### config.mk
export PLATFORM = sky130hd
export DESIGN_NAME = rf_write_arbiter_flat
export DESIGN_NICKNAME = d
export VERILOG_FILES = /design/src/rtl/rf_write_arbiter_if.sv /design/src/rtl/rf_write_arbiter.sv /design/src/flat_wrapper.sv
export SDC_FILE = /design/constraint.sdc
export NUM_CORES = 1
export LEC_CHECK = 0
export CORE_UTILIZATION = 25
export CTS_CLUSTER_DIAMETER = 30
export DETAILED_ROUTE_END_ITERATION = 7
export GPL_TIMING_DRIVEN = 1
export SLEW_MARGIN = 20
export SYNTH_ARGS = -nofsm -noshare
export SYNTH_HDL_FRONTEND = slang
export SYNTH_SLANG_ARGS = --single-unit
### constraint.sdc
create_clock -name clk -period 4.5 [get_ports clk]
set_input_delay 1.125 -clock clk [delete_from_list [all_inputs] [get_ports clk]]
set_output_delay 1.125 -clock clk [all_outputs]
set_load 0.03 [all_outputs]
### src/rtl/rf_write_arbiter_if.sv
// Register-file write-port bus: requester side (hold/req/addr/data) and arbiter side (grant/we/waddr/wdata/stats).
interface rf_write_arbiter_if #(
    parameter int NREQ = 4,
    parameter int DW   = 8,
    parameter int AW   = 3
);
    logic                 hold;
    logic [NREQ-1:0]      req;
    logic [NREQ*AW-1:0]   req_addr;
    logic [NREQ*DW-1:0]   req_data;
    logic [NREQ-1:0]      grant;
    logic                 we;
    logic [AW-1:0]        waddr;
    logic [DW-1:0]        wdata;
    logic [7:0]           conflict_cnt;

    modport master (
        output hold, req, req_addr, req_data,
        input  grant, we, waddr, wdata, conflict_cnt
    );

    modport slave (
        input  hold, req, req_addr, req_data,
        output grant, we, waddr, wdata, conflict_cnt
    );
endinterface

### src/rtl/rf_write_arbiter.sv
// Round-robin arbiter for the single register-file write port; combinational grant, write issued one cycle later.
// hold stalls all grants; ungranted requests wait. RF_ARB_FIXED_PRI0_EN gives requester 0 absolute priority.
module rf_write_arbiter #(
    parameter int NREQ = 4,
    parameter int DW   = 8,
    parameter int AW   = 3
) (
    input  logic                 clk,
    input  logic                 rst,
    rf_write_arbiter_if.slave    bus
);
    localparam int PW = (NREQ > 1) ? $clog2(NREQ) : 1;

`ifdef RF_ARB_FIXED_PRI0_EN
    localparam logic [PW-1:0] PTR_RST = PW'(1);
`else
    localparam logic [PW-1:0] PTR_RST = '0;
`endif

    logic [PW-1:0]   ptr_q, ptr_d;
    logic            we_q, we_d;
    logic [AW-1:0]   waddr_q, waddr_d;
    logic [DW-1:0]   wdata_q, wdata_d;
    logic [7:0]      cnt_q, cnt_d;

    logic [NREQ-1:0] grant_c;
    logic [PW-1:0]   win;
    logic            found;
    int              idx;

    // Winner search starting at ptr, wrapping modulo the round-robin ring size.
    always_comb begin
        grant_c = '0;
        win     = '0;
        found   = 1'b0;
        idx     = 0;
        if (!rst && !bus.hold) begin
`ifdef RF_ARB_FIXED_PRI0_EN
            if (bus.req[0]) begin
                found = 1'b1;
                win   = '0;
            end
            for (int k = 0; k < NREQ - 1; k++) begin
                idx = int'(ptr_q) + k;
                if (idx > NREQ - 1) idx = idx - (NREQ - 1);
                if (!found && bus.req[idx]) begin
                    found = 1'b1;
                    win   = PW'(idx);
                end
            end
`else
            for (int k = 0; k < NREQ; k++) begin
                idx = int'(ptr_q) + k;
                if (idx >= NREQ) idx = idx - NREQ;
                if (!found && bus.req[idx]) begin
                    found = 1'b1;
                    win   = PW'(idx);
                end
            end
`endif
        end
        if (found) grant_c[win] = 1'b1;
    end

    always_comb begin
        ptr_d   = ptr_q;
        we_d    = found;
        waddr_d = waddr_q;
        wdata_d = wdata_q;
        cnt_d   = cnt_q;
        if (found) begin
            waddr_d = bus.req_addr[int'(win)*AW +: AW];
            wdata_d = bus.req_data[int'(win)*DW +: DW];
`ifdef RF_ARB_FIXED_PRI0_EN
            if (win != '0)
                ptr_d = (int'(win) == NREQ - 1) ? PW'(1) : win + PW'(1);
`else
            ptr_d = (int'(win) == NREQ - 1) ? '0 : win + PW'(1);
`endif
        end
        // Contention is counted even while stalled; saturates rather than wraps.
        if ($countones(bus.req) >= 2 && cnt_q != 8'hFF)
            cnt_d = cnt_q + 8'd1;
    end

    always_ff @(posedge clk) begin
        if (rst) begin
            ptr_q   <= PTR_RST;
            we_q    <= 1'b0;
            waddr_q <= '0;
            wdata_q <= '0;
            cnt_q   <= '0;
        end else begin
            ptr_q   <= ptr_d;
            we_q    <= we_d;
            waddr_q <= waddr_d;
            wdata_q <= wdata_d;
            cnt_q   <= cnt_d;
        end
    end

    assign bus.grant        = grant_c;
    assign bus.we           = we_q;
    assign bus.waddr        = waddr_q;
    assign bus.wdata        = wdata_q;
    assign bus.conflict_cnt = cnt_q;
endmodule

### src/flat_wrapper.sv
// flat-port wrapper written by rule: the top's interface ports become plain ports
module rf_write_arbiter_flat 
#(
    parameter int NREQ = 4,
    parameter int DW   = 8,
    parameter int AW   = 3
)
  (clk, rst, bus_hold, bus_req, bus_req_addr, bus_req_data, bus_grant, bus_we, bus_waddr, bus_wdata, bus_conflict_cnt);
  rf_write_arbiter_if #(.NREQ(NREQ), .DW(DW), .AW(AW)) bus_i ();
  input  logic clk;
  input  logic rst;
  input wire logic [$bits(bus_i.hold)-1:0] bus_hold;
  input wire logic [$bits(bus_i.req)-1:0] bus_req;
  input wire logic [$bits(bus_i.req_addr)-1:0] bus_req_addr;
  input wire logic [$bits(bus_i.req_data)-1:0] bus_req_data;
  output wire logic [$bits(bus_i.grant)-1:0] bus_grant;
  output wire logic [$bits(bus_i.we)-1:0] bus_we;
  output wire logic [$bits(bus_i.waddr)-1:0] bus_waddr;
  output wire logic [$bits(bus_i.wdata)-1:0] bus_wdata;
  output wire logic [$bits(bus_i.conflict_cnt)-1:0] bus_conflict_cnt;
  assign bus_i.hold = bus_hold;
  assign bus_i.req = bus_req;
  assign bus_i.req_addr = bus_req_addr;
  assign bus_i.req_data = bus_req_data;
  assign bus_grant = bus_i.grant;
  assign bus_we = bus_i.we;
  assign bus_waddr = bus_i.waddr;
  assign bus_wdata = bus_i.wdata;
  assign bus_conflict_cnt = bus_i.conflict_cnt;
  rf_write_arbiter #(.NREQ(NREQ), .DW(DW), .AW(AW)) u_core (.clk(clk), .rst(rst), .bus(bus_i));
endmodule
==> impl_metrics.tcl <==
set metrics [dict create \
    grt_pass1_wl_um 7240 \
    core_area_um2 5990 \
    syn-cell-area_um2 1580 \
    cts_tree "built" \
    post_drt_wl_per_cell_um 14.1 \
    grt_usage_pct 14.3 \
    syn_inst 170 \
    diodes 0 \
    cts_buffers 3 \
    timing.final.crit_share_pct 93.0 \
    die_area_um2 6640 \
    grtUsageMet1_pct 19.2 \
    synthAdderAreaFrac_pct 6.81 \
    synth_compound_area_share_pct 23.1 \
    antenna_found_initial 0 \
    h-tree-depth 1 \
    multi_input_area_um2 1080 \
    seqCellArea_um2 440 \
    insertion_delay_ps 270 \
    fin_crit_ps 4180 \
    ys_warn_count 0 \
    drive_above_1_share_pct 16.0 \
    p_sw_share_pct 33.9 \
    yosys.area.top_type_share_pct 27.9 \
    cts_resized 0 \
    reg2reg_depth 6 \
    drtAntennaViolNets 0 \
    crit_chain "clkdlybuf4s50_1 -> buf_4 -> and2b_1 -> o21bai_1 -> o311a_1 -> buf_4 -> ha_1 -> and3_1 -> buf_4" \
    clock_path_buffers 2 \
    yosys-top-cells-area "dfxtp_1 28%, mux2i_1 7.6%, o221ai_2 7.6%" \
    final_nets 311 \
    leakage_uw 0.00105 \
    vdd_drop_max_mv 0.106 \
    power_switching_uw 201 \
    portBuffers 74 \
    syn-num-nets 229 \
    status "completed" \
    synthSimpleGateAreaFrac_pct 26.5 \
    drt-initial-drc-count 32 \
    yosysTopAreaCell "dfxtp_1" \
    dr.pass1.iters 4 \
    grtUsageMet2_pct 22.9 \
    slowest_stage "clkdlybuf4s50_1" \
    synthXorXnorAreaFrac_pct 3.33 \
    fill_cells 624 \
    grt_max_degree 24 \
    cp_num_buf_inv 4 \
    viasPerCell 4.79 \
    use_met3_pct 3.00 \
    crit_cells 9 \
    final_cell_area_um2 2510 \
    async_flop_share_pct 0 \
    layout_commonest_cell "clkdlybuf4s50_1" \
    top_usage_layer "met2" \
    worstSetupStartpointType "input pin" \
    cts_hold_buf 0 \
    path_common_cell "buf_4" \
    p_clk_share_pct 21.5 \
    holdWs_ps 468 \
    critPathMaxFanout 12 \
    fp-row-count 28 \
    setup_viol 0 \
    grt_pass1_vias 1518 \
    combinationalPowerShare_pct 40.2 \
    initial_core_util_pct 26.4 \
    die_y_um 81.5 \
    worst_pin_slew_ps 627 \
    wl_um 4590 \
    gp_congestion 0.788 \
    synthMuxAreaShare_pct 7.61 \
    synth.distinct_cells 39 \
    rsz0062_at_grt "no" \
    io_pins 75 \
    critical-path-top-delay-family "buffers and inverters" \
    ys_seq_area_share_pct 27.9 \
    synth-edff-count 0 \
    arrival_ps 3060 \
    syn_avg_cell_area_um2 9.29 \
    drv_cap 0 \
    root_buffer "clkbuf_8" \
    tns_ps 0 \
    yosys_register_bits 22 \
    fin_skew_ps 8.40 \
    die_w_um 81.5 \
    cts_sinks 22 \
    synthToLayoutAreaGrowth_pct 59.2 \
    clk_pin_slew_worst_paths_ps 90 \
    fmax_ghz 0.239 \
    grt_overflow_total 0 \
    hp-class "reg -> reg" \
    final_cell_mix "70 x clkdlybuf4s50_1, 22 x dfxtp_1, 18 x nand2_1" \
    power_uw 593 \
    crit_type "in -> out" \
    dp_hpwl_um 3450 \
    dr_total_vias 1557 \
    ys_dominant_reg_cell "dfxtp_1" \
    p_int_uw 392 \
    slew_headroom_pct 58.1 \
    p_per_area_nw_per_um2 236 \
    hold_path_depth 2 \
    hold_viol_final 0 \
    crit_required_ps 3380 \
    utilization_pct 42.0 \
    end_kind "output pin" \
    synth_top_family_by_area "simple AND/OR/NAND/NOR gates" \
    postCtsSetupBuffers 0 \
    slew_viol_final 0 \
    dpl_cell_area_um2 2460 \
    cp_slowest_stage_delay_ps 450 \
    seqPwrFrac_pct 38.3 \
    drc 0 \
]
## tightest hold or removal path, stage by stage (launching register included)
cell and delay, ps:
dfxtp_1 330, nand2_1 60, o211ai_2 50
## final cells by class
type,count,area share (%)
Inverter,5,0.747
Sequential cell,22,17.5
Tap cell,75,3.73
Timing Repair Buffer,87,33.5
Clock buffer,3,1.64
Multi-Input combinational cell,133,42.8
## power by group through the flow
stage / clock, µW / sequential [µW] / combinational (µW)
after global routing: 141 / 229 / 259
after global placement: 0 / 231 / 238
after detailed placement: 0 / 231 / 241
final: 127 / 227 / 239
after floorplan: 0 / 261 / 104
after CTS: 135 / 227 / 242
## kinds of logic (layout without fill, tap and decap cells)
group	count (synthesis)	count (layout)
and+or+nand+nor	74	74
AOI/OAI and AO/OA	33	33
DFF	22	22
buffers and inverters	15	95
muxes	12	12
adders and majority gates	8	8
xor gates and xnor gates	6	6
## final timing paths
path,slack (ps),endpoint,from
setup reg to reg,2600,u_core.bus.wdata[6],u_core.ptr_q[0]
setup / recovery,320,bus_grant[3],bus_req[0]
hold / removal,470,u_core.bus.wdata[4],u_core.bus.wdata[4]
hold reg to reg,470,u_core.bus.wdata[4],u_core.bus.wdata[4]
## metrics by stage
step / instances / setup slack, ps
global placement: 322 / 40.7
CTS: 325 / 35.7
finish: 325 / 315
floorplan: 170 / 652
global route: 325 / 168
detailed placement: 322 / 59.9
## cell usage after synthesis (2+ instances only)
cell / count
a21oi_1: 3
and2_1: 2
and3_1: 17
buf_2: 3
clkbuf_1: 5
dfxtp_1: 22
ha_1: 7
inv_1: 4
mux2i_1: 12
nand2_1: 18
nand2b_1: 2
nand3b_1: 3
nand4_1: 3
nor2_1: 11
nor3b_1: 11
nor4b_1: 2
o211ai_1: 3
o211ai_2: 8
o221ai_1: 3
o221ai_2: 8
xor2_1: 5
## flip-flops by register name, summed over array words and instances (netlist names)
name	cells
u_core.bus.conflict_cnt	8
u_core.bus.waddr	3
u_core.bus.wdata	8
u_core.bus.we	1
u_core.ptr_q	2
## per-layer routing
layer	share of wire, %	vias to the layer above
met2	44	41
met4	1.2	0
met5	0	-
met3	6.5	5
met1	49	724
li1	-	787
No activity file was read; power rests on OpenSTA's default activity.
